$ cat config.mk
export PLATFORM = sky130hd
export DESIGN_NAME = carus_launch_ctrl
export DESIGN_NICKNAME = d
export VERILOG_FILES = /design/src/rtl/carus_launch_ctrl.sv
export SDC_FILE = /design/constraint.sdc
export NUM_CORES = 1
export LEC_CHECK = 0
export CORE_AREA = 2 2 145 147
export CTS_BUF_LIST = sky130_fd_sc_hd__clkbuf_16
export DETAILED_ROUTE_END_ITERATION = 10
export DIE_AREA = 0 0 147 149
export HOLD_SLACK_MARGIN = 0.05
export PLACE_DENSITY = 0.73
export SYNTH_ARGS = -nofsm -noshare
export SYNTH_HDL_FRONTEND = slang
export SYNTH_SLANG_ARGS = --single-unit
$ cat constraint.sdc
create_clock -name sys_clk -period 3.4 [get_ports sys_clk]
set_input_delay 0.34 -clock sys_clk [delete_from_list [all_inputs] [get_ports sys_clk]]
set_output_delay 0.34 -clock sys_clk [all_outputs]
set_load 0.02 [all_outputs]
$ cat src/rtl/carus_launch_ctrl.sv
// rtl/carus_launch_ctrl.sv - NM-Carus launch sequencer: accept request, boot, watch run, report completion.
// Define CARUS_LAUNCH_STATS_EN to build the launch/timeout statistics counters.
module carus_launch_ctrl #(
  parameter int CNT_W  = 32,
  parameter int STAT_W = 16
) (
  input  logic              sys_clk,
  input  logic              sys_rst_n,
  input  logic              req_valid_i,
  output logic              req_ready_o,
  input  logic [31:0]       req_boot_pc_i,
  input  logic [CNT_W-1:0]  req_timeout_i,
  input  logic              abort_i,
  output logic [31:0]       carus_boot_pc_o,
  output logic              carus_fetch_en_o,
  output logic              carus_start_o,
  input  logic              carus_done_i,
  output logic              rsp_valid_o,
  input  logic              rsp_ready_i,
  output logic [CNT_W-1:0]  rsp_cycles_o,
  output logic [1:0]        rsp_status_o,
  output logic              busy_o,
  output logic [STAT_W-1:0] launch_cnt_o,
  output logic [STAT_W-1:0] timeout_cnt_o
);

  typedef enum logic [2:0] {
    S_IDLE  = 3'd0,
    S_CFG   = 3'd1,
    S_FETCH = 3'd2,
    S_RUN   = 3'd3,
    S_RESP  = 3'd4
  } state_t;

  localparam logic [1:0] ST_OK      = 2'd0;
  localparam logic [1:0] ST_TIMEOUT = 2'd1;
  localparam logic [1:0] ST_ABORT   = 2'd2;

  state_t           state_q;
  logic [31:0]      boot_pc_q;
  logic [CNT_W-1:0] timeout_q;
  logic [CNT_W-1:0] cnt_q;
  logic [CNT_W-1:0] cnt_d;
  logic [CNT_W-1:0] rsp_cycles_q;
  logic [1:0]       rsp_status_q;
  logic             req_ready_q;
  logic             busy_q;
  logic             fetch_en_q;
  logic             start_q;
  logic             rsp_valid_q;

  logic             accept;
  logic             timeout_hit;
  logic             fin;
  logic [1:0]       fin_status;
  logic [CNT_W-1:0] fin_cycles;

  assign accept      = (state_q == S_IDLE) && req_valid_i;
  assign cnt_d       = (&cnt_q) ? cnt_q : cnt_q + {{(CNT_W-1){1'b0}}, 1'b1};
  assign timeout_hit = (timeout_q != '0) && (cnt_d == timeout_q);

  // Completion decode; the RUN cycle that completes still counts.
  always_comb begin
    fin        = 1'b0;
    fin_status = ST_OK;
    fin_cycles = cnt_q;
    case (state_q)
      S_CFG, S_FETCH: begin
        if (abort_i) begin
          fin        = 1'b1;
          fin_status = ST_ABORT;
        end
      end
      S_RUN: begin
        fin_cycles = cnt_d;
        if (abort_i) begin
          fin        = 1'b1;
          fin_status = ST_ABORT;
        end else if (carus_done_i) begin
          fin        = 1'b1;
          fin_status = ST_OK;
        end else if (timeout_hit) begin
          fin        = 1'b1;
          fin_status = ST_TIMEOUT;
        end
      end
      default: ;
    endcase
  end

  always_ff @(posedge sys_clk or negedge sys_rst_n) begin
    if (!sys_rst_n) begin
      state_q      <= S_IDLE;
      boot_pc_q    <= '0;
      timeout_q    <= '0;
      cnt_q        <= '0;
      rsp_cycles_q <= '0;
      rsp_status_q <= ST_OK;
      req_ready_q  <= 1'b1;
      busy_q       <= 1'b0;
      fetch_en_q   <= 1'b0;
      start_q      <= 1'b0;
      rsp_valid_q  <= 1'b0;
    end else begin
      start_q <= 1'b0;
      if (fin) begin
        state_q      <= S_RESP;
        rsp_valid_q  <= 1'b1;
        rsp_status_q <= fin_status;
        rsp_cycles_q <= fin_cycles;
        fetch_en_q   <= 1'b0;
      end
      case (state_q)
        S_IDLE: begin
          if (req_valid_i) begin
            state_q     <= S_CFG;
            boot_pc_q   <= req_boot_pc_i;
            timeout_q   <= req_timeout_i;
            cnt_q       <= '0;
            req_ready_q <= 1'b0;
            busy_q      <= 1'b1;
          end
        end
        S_CFG: begin
          if (!fin) begin
            state_q    <= S_FETCH;
            start_q    <= 1'b1;
            fetch_en_q <= 1'b1;
            cnt_q      <= '0;
          end
        end
        S_FETCH: begin
          if (!fin) state_q <= S_RUN;
        end
        S_RUN: begin
          cnt_q <= cnt_d;
        end
        S_RESP: begin
          if (rsp_ready_i) begin
            state_q     <= S_IDLE;
            rsp_valid_q <= 1'b0;
            req_ready_q <= 1'b1;
            busy_q      <= 1'b0;
          end
        end
        default: state_q <= S_IDLE;
      endcase
    end
  end

  assign req_ready_o      = req_ready_q;
  assign carus_boot_pc_o  = boot_pc_q;
  assign carus_fetch_en_o = fetch_en_q;
  assign carus_start_o    = start_q;
  assign rsp_valid_o      = rsp_valid_q;
  assign rsp_cycles_o     = rsp_cycles_q;
  assign rsp_status_o     = rsp_status_q;
  assign busy_o           = busy_q;

`ifdef CARUS_LAUNCH_STATS_EN
  logic [STAT_W-1:0] launch_cnt_q;
  logic [STAT_W-1:0] timeout_cnt_q;

  always_ff @(posedge sys_clk or negedge sys_rst_n) begin
    if (!sys_rst_n) begin
      launch_cnt_q  <= '0;
      timeout_cnt_q <= '0;
    end else begin
      if (accept && !(&launch_cnt_q))
        launch_cnt_q <= launch_cnt_q + {{(STAT_W-1){1'b0}}, 1'b1};
      if (fin && (fin_status == ST_TIMEOUT) && !(&timeout_cnt_q))
        timeout_cnt_q <= timeout_cnt_q + {{(STAT_W-1){1'b0}}, 1'b1};
    end
  end

  assign launch_cnt_o  = launch_cnt_q;
  assign timeout_cnt_o = timeout_cnt_q;
`else
  logic unused_accept;
  assign unused_accept = accept;
  assign launch_cnt_o  = '0;
  assign timeout_cnt_o = '0;
`endif

endmodule
==> flow_summary.json, run 1 <==
{
  "clock_latency_ps": 440,
  "ioPinCount": 173,
  "start_util_pct": 43.8,
  "cp_cell_sequence": "ha_4, buf_4, nand3_1, a222oi_1, o21ai_0, a211oi_2, o2111ai_1, or4_4, or3_4, buf_12, o31a_1, o31a_1",
  "worstRegToRegCells": 12,
  "clockRootBuffer": "clkbuf_16",
  "slew-limit-headroom_pct": 58.7,
  "status": "finished with violations",
  "grt_usage_pct": 26.8,
  "fin_ws_ps": -92.8,
  "dp_hpwl_um": 21800,
  "detail-route-antenna-nets": 0,
  "slew_violations": 0,
  "area_delta_synth_final_pct": 39.8,
  "wire_per_inst_um": 19.8,
  "numPortBuffers": 140,
  "synthFlopType": "dfrtp_1",
  "max_freq_mhz": 286,
  "failed_checks": "setup timing",
  "rows": 53,
  "final_cell_mix": "buf_4 (149), clkdlybuf4s50_1 (139), dfrtp_1 (130)",
  "yosys_warnings": 0,
  "synth_edf_count": 0,
  "grt.overflow.total": 0,
  "grt_pass1_vias": 8291,
  "clock_path_buffers": 2,
  "drive_above_1_share_pct": 28.3,
  "nets": 1293,
  "startpoint": "cnt_q[0]",
  "r2r_start": "cnt_q[0]",
  "clk_pin_slew_worst_paths_ps": 70,
  "drc_errors": 0,
  "n_fill_cell": 1708,
  "finalPower_mw": 8.88,
  "cp.required_ps": 3720,
  "slowest_stage": "or4_4",
  "cts_sinks": 138,
  "fin_crit_ps": 3490,
  "finalHoldViolations": 0,
  "cpMostUsedCell": "o31a_1",
  "fp.dieW_um": 147,
  "synth_area_leader_cell": "dfrtp_1",
  "synthTopCellsByArea": "dfrtp_1 (38%), mux2_2 (9.0%), xnor2_1 (4.3%)",
  "synth-seq-cells": 138,
  "htree_levels": 4,
  "diodes": 0,
  "post-route-period-util_pct": 103,
  "end_kind": "flop",
  "yosys.area.top_type_share_pct": 38.1,
  "rsz0062_at_grt": "true",
  "syn_area_mm2": 0.00900,
  "grt_pass1_wl_um": 45600,
  "path_class": "flop to flop",
  "dr.pass1.iters": 6,
  "hold_path_class": "input pin to async pin",
  "dieArea_mm2": 0.0219,
  "cp_max_fo": 7,
  "worstPathArrival_ps": 3810,
  "wirelength_um": 29900,
  "gp_congestion": 0.999,
  "numCtsBuffers": 17,
  "core_mm2": 0.0206,
  "whs_ps": 422,
  "peakVddDrop_uv": 535,
  "cts_tree": "built",
  "grt_max_degree": 63,
  "maxCapViolations": 0,
  "die_y_um": 149,
  "synthDistinctLibCells": 79,
  "netlist_instances": 970,
  "layout_commonest_cell": "buf_4",
  "skew_ps": 7.81,
  "antenna_found_initial": 0,
  "drt_first_iter_violations": 830,
  "vias_per_cell": 5.73,
  "yosysSeqAreaShare_pct": 38.4,
  "finalSetupViolations": 25,
  "power.density_mw_per_mm2": 705,
  "leakage_nw": 5.21,
  "startpoint_type": "flop",
  "worstMarginPinSlew_ps": 617,
  "async_flop_share_pct": 100,
  "vias": 8656,
  "slowest_delay_ps": 470,
  "synth_area_per_cell_um2": 9.28
}
state kept, by name (all words and copies together) (netlist names):
name              flops
carus_start_o         1
carus_fetch_en_o      1
rsp_status_o          2
carus_boot_pc_o      32
req_ready_o           1
busy_o                1
state_q               3
rsp_valid_o           1
rsp_cycles_o         32
cnt_q                32
timeout_q            32
worst max-delay path, delay by kind of cell (launching register included):
kind	cells	cell delay [ps]
compound gates	6	1400
simple gates	3	1070
flops	1	410
buf+inv	2	310
fa+ha+maj	1	170
per-stage QoR:
stage / std cells / setup slack, ps / area, um^2 / utilization [%] / TNS, ps
2_1_floorplan: 1001 / 1.22 / 9130 / - / 0
3_3_place_gp: 1442 / -216 / 11300 / 55.2 / -6180
3_5_place_dp: 1442 / -187 / 11300 / 55.2 / -5320
4_1_cts: 1483 / -54.2 / 12200 / 59.2 / -602
5_1_grt: 1510 / -149 / 12600 / 61.2 / -3460
6_report: 1510 / -92.8 / 12600 / 61.2 / -744
path summary, 6_finish.rpt:
| kind | end | slack, ps |
|---|---|---|
| worst max-delay path | rsp_cycles_o[20] | -90 |
| worst min-delay path | carus_boot_pc_o[27] | 420 |
| worst max register to register | rsp_cycles_o[20] | -90 |
| worst min register to register | rsp_status_o[0] | 490 |
| max in group asynchronous | cnt_q[14] | 2170 |
| min in group sys_clk | timeout_q[24] | 480 |
power breakdown:
part / internal (mW) / switching [mW] / total (mW) / leakage, nW
clock network: 0.978 / 0.862 / 1.84 / 0.278
logic: 2.09 / 2.08 / 4.18 / 3.21
registers: 2.25 / 0.613 / 2.86 / 1.72
total: 5.32 / 3.56 / 8.88 / 5.21
Yosys cell counts (all sizes together), types with 4 or more instances:
library cell  count
dfrtp           137
nand2            87
buf              77
mux2             73
nor3             71
o21ai            62
nor2             56
a21oi            51
xnor2            44
clkbuf           33
a31oi            29
xor2             25
a21bo            23
nand3            20
nor4             19
nand4            17
inv              15
o31a             12
or4              10
and3              9
and4              8
and2              7
o31ai             7
o211ai            6
a2111oi           4
a211oi            4
a21boi            4
a21o              4
nor2b             4
o2111ai           4
or3               4
cells by family after synthesis:
group	after synthesis	share of synthesized area (%)
compound gates	230	17.0
xor+xnor	70	6.96
fa+ha+maj	1	0.139
buf+inv	125	7.57
flops	138	38.4
mux	76	9.46
other cells	1	0.0416
simple gates	329	20.4
what timing repair did:
action,CTS,global route
gates cloned,1,3
endpoints found under the setup margin,34,39
resized for setup,30,40
setup buffers,7,25
pin swaps,16,23
hold buffers,1,0
endpoints found under the hold margin,56,0
cell type report:
cell class,count,area [um^2],share of cell area (%)
Sequential cell,138,3460,27.5
Tap cell,275,344,2.73
Clock buffer,17,425,3.38
Clock inverter,15,149,1.18
Multi-Input combinational cell,738,5280,41.9
Inverter,15,56.3,0.447
Timing Repair Buffer,312,2880,22.8
metal layers:
metal  share of wire (%)  vias to the layer above  GRT usage (%)
li1                    -                     3975              -
met1                  41                     4141           36.7
met2                  45                      481           40.2
met3                  12                       59           8.56
met4                 2.8                        0           9.13
met5                   0                        -              0
Power figures use the tool's default switching activity.
==> run 2, diff against run 1 <==
PLACE_DENSITY = not set   (was 0.73)
PLACE_DENSITY_LB_ADDON = 0.05   (was not set)
==> run 2 against run 1 <==
Die area stayed put. The flow still finishes with violations (setup timing). Final area is 0.74% lower. Global-route usage is 0.27 points higher. Critical endpoint is now rsp_cycles_o[10].
==> flow_summary.json, run 2 (synthesized netlist as in run 1, its figures left out) <==
{
  "rsz0062_at_grt": "true",
  "status": "finished with violations",
  "path_class": "flop to flop",
  "slowest_delay_ps": 640,
  "leakage_nw": 5.15,
  "core_mm2": 0.0206,
  "place_area_mm2": 0.0115,
  "slew_violations": 0,
  "cp_cell_sequence": "nand4_4, buf_4, or4_1, and3_1, xnor2_1, a211o_1, or4_4, clkbuf_16, a21oi_1, a21bo_1, a31oi_1",
  "start_util_pct": 43.8,
  "cp.required_ps": 3750,
  "clock_path_buffers": 2,
  "grt_usage_pct": 27.0,
  "vias": 8458,
  "ff2ff_setup_slack_ps": -70,
  "nets": 1291,
  "n_fill_cell": 1820,
  "area_delta_synth_final_pct": 38.8,
  "post-route-period-util_pct": 102,
  "peakVddDrop_uv": 421,
  "numPortBuffers": 140,
  "final_area_mm2": 0.0125,
  "slowest_stage": "or4_4",
  "fin_ws_ps": -67.5,
  "clockRootBuffer": "clkbuf_16",
  "cts_sinks": 138,
  "hold_path_class": "flop to flop",
  "diodes": 0,
  "grt_pass1_wl_um": 45700,
  "detail-route-antenna-nets": 0,
  "dieArea_mm2": 0.0219,
  "worstMarginPinSlew_ps": 794,
  "setup_tns_ps": -473,
  "dr.pass1.iters": 5,
  "rows": 53,
  "failed_checks": "setup timing",
  "clock_latency_ps": 430,
  "vias_per_cell": 5.61,
  "dp_hpwl_um": 21900,
  "slew-limit-headroom_pct": 47.0,
  "wire_per_inst_um": 19.7,
  "grt_max_degree": 82,
  "clk_pin_slew_worst_paths_ps": 70,
  "final_cell_mix": "buf_4 (148), clkdlybuf4s50_1 (139), dfrtp_1 (136)",
  "finalHoldViolations": 0,
  "end_kind": "flop",
  "layout_commonest_cell": "buf_4",
  "maxCapViolations": 0,
  "cp_max_fo": 6,
  "antenna_found_initial": 0,
  "finalSetupViolations": 26,
  "drive_above_1_share_pct": 27.0,
  "wirelength_um": 29600,
  "grt_pass1_vias": 7893,
  "fin_crit_ps": 3470,
  "grt.overflow.total": 0,
  "die_y_um": 149,
  "ioPinCount": 173,
  "drt_first_iter_violations": 617,
  "cts_tree": "built",
  "drc_errors": 0,
  "startpoint_type": "flop",
  "max_freq_mhz": 288,
  "skew_ps": 9.10,
  "htree_levels": 4,
  "worstPathArrival_ps": 3820,
  "gp_congestion": 1.01,
  "fp.dieW_um": 147,
  "power.density_mw_per_mm2": 710,
  "numCtsBuffers": 17
}
run 2: cell types whose count changed in the layout (fill, tap and decap cells not counted), moves of 3 or more:
cell	change
dfrtp_1	+6
buf_6	-3
nor3_4	-3
inv_8	-5
clkinv_4	+4
dfrtp_2	-6
run 2: metrics by stage:
stage	total power [mW]	hold WS (ps)	util (%)	cells	setup slack [ps]
finish	8.87	501	60.8	1508	-67.5
detailed placement	6.91	459	55.8	1456	-177
global route	9.39	509	60.8	1508	-169
global placement	6.86	462	55.8	1456	-183
floorplan	5.28	44.4	-	1001	1.22
CTS	8.85	493	59.6	1497	-30.0
run 2: cell type report:
type                    instances  area, um^2  share of cell area (%)
clock buffers                  17         425                    3.40
clock inverters                15         164                    1.31
inverters                      15        56.3                   0.451
multi-input cells             739        5190                    41.5
flip-flops and latches        138        3460                    27.7
well taps                     275         344                    2.75
repair buffers                309        2870                    22.9
run 2: worst max-delay path, delay by kind of cell, from the launching register on:
family	cells	cell delay, ps
AOI/OAI and AO/OA	4	790
xor gates and xnor gates	1	140
DFF	1	390
buffers and inverters	2	390
and+or+nand+nor	4	1660
run 2: timing repair:
item,4_1_cts,5_1_grt
gates resized for setup,26,22
setup buffers,7,7
pin swaps,5,20
hold endpoints to repair,78,0
gates cloned,1,4
hold buffers,1,0
setup endpoints to repair,39,39
run 2: power breakdown:
part,switching (mW),internal (mW)
sequential,0.606,2.25
clock,0.787,1.09
combinational,2.03,2.10
total,3.43,5.44
run 2: worst paths after layout:
| check | end | cells after the start | start |
|---|---|---|---|
| worst min register to register | rsp_status_o[0] | 1 | rsp_status_o[0] |
| worst min-delay path | rsp_status_o[0] | 1 | rsp_status_o[0] |
| worst max-delay path | rsp_cycles_o[10] | 11 | cnt_q[20] |
| max in group asynchronous | cnt_q[9] | 3 | sys_rst_n |
| min in group asynchronous | busy_o | 2 | sys_rst_n |
| worst max register to register | rsp_cycles_o[10] | 11 | cnt_q[20] |
run 2: metal layers:
metal | track usage (%) | wire length, um | up-vias
li1 | - | - | 3974
met1 | 40.7 | 13900 | 4086
met2 | 39.8 | 13100 | 348
met3 | 3.64 | 1760 | 50
met4 | 9.81 | 887 | 0
met5 | 0 | 0 | -
==> run 3, diff against run 2 <==
CAP_MARGIN = 10   (was not set)
==> results of run 3 <==
Same layout as run 2: the final DEF is identical, and so are final timing and power.
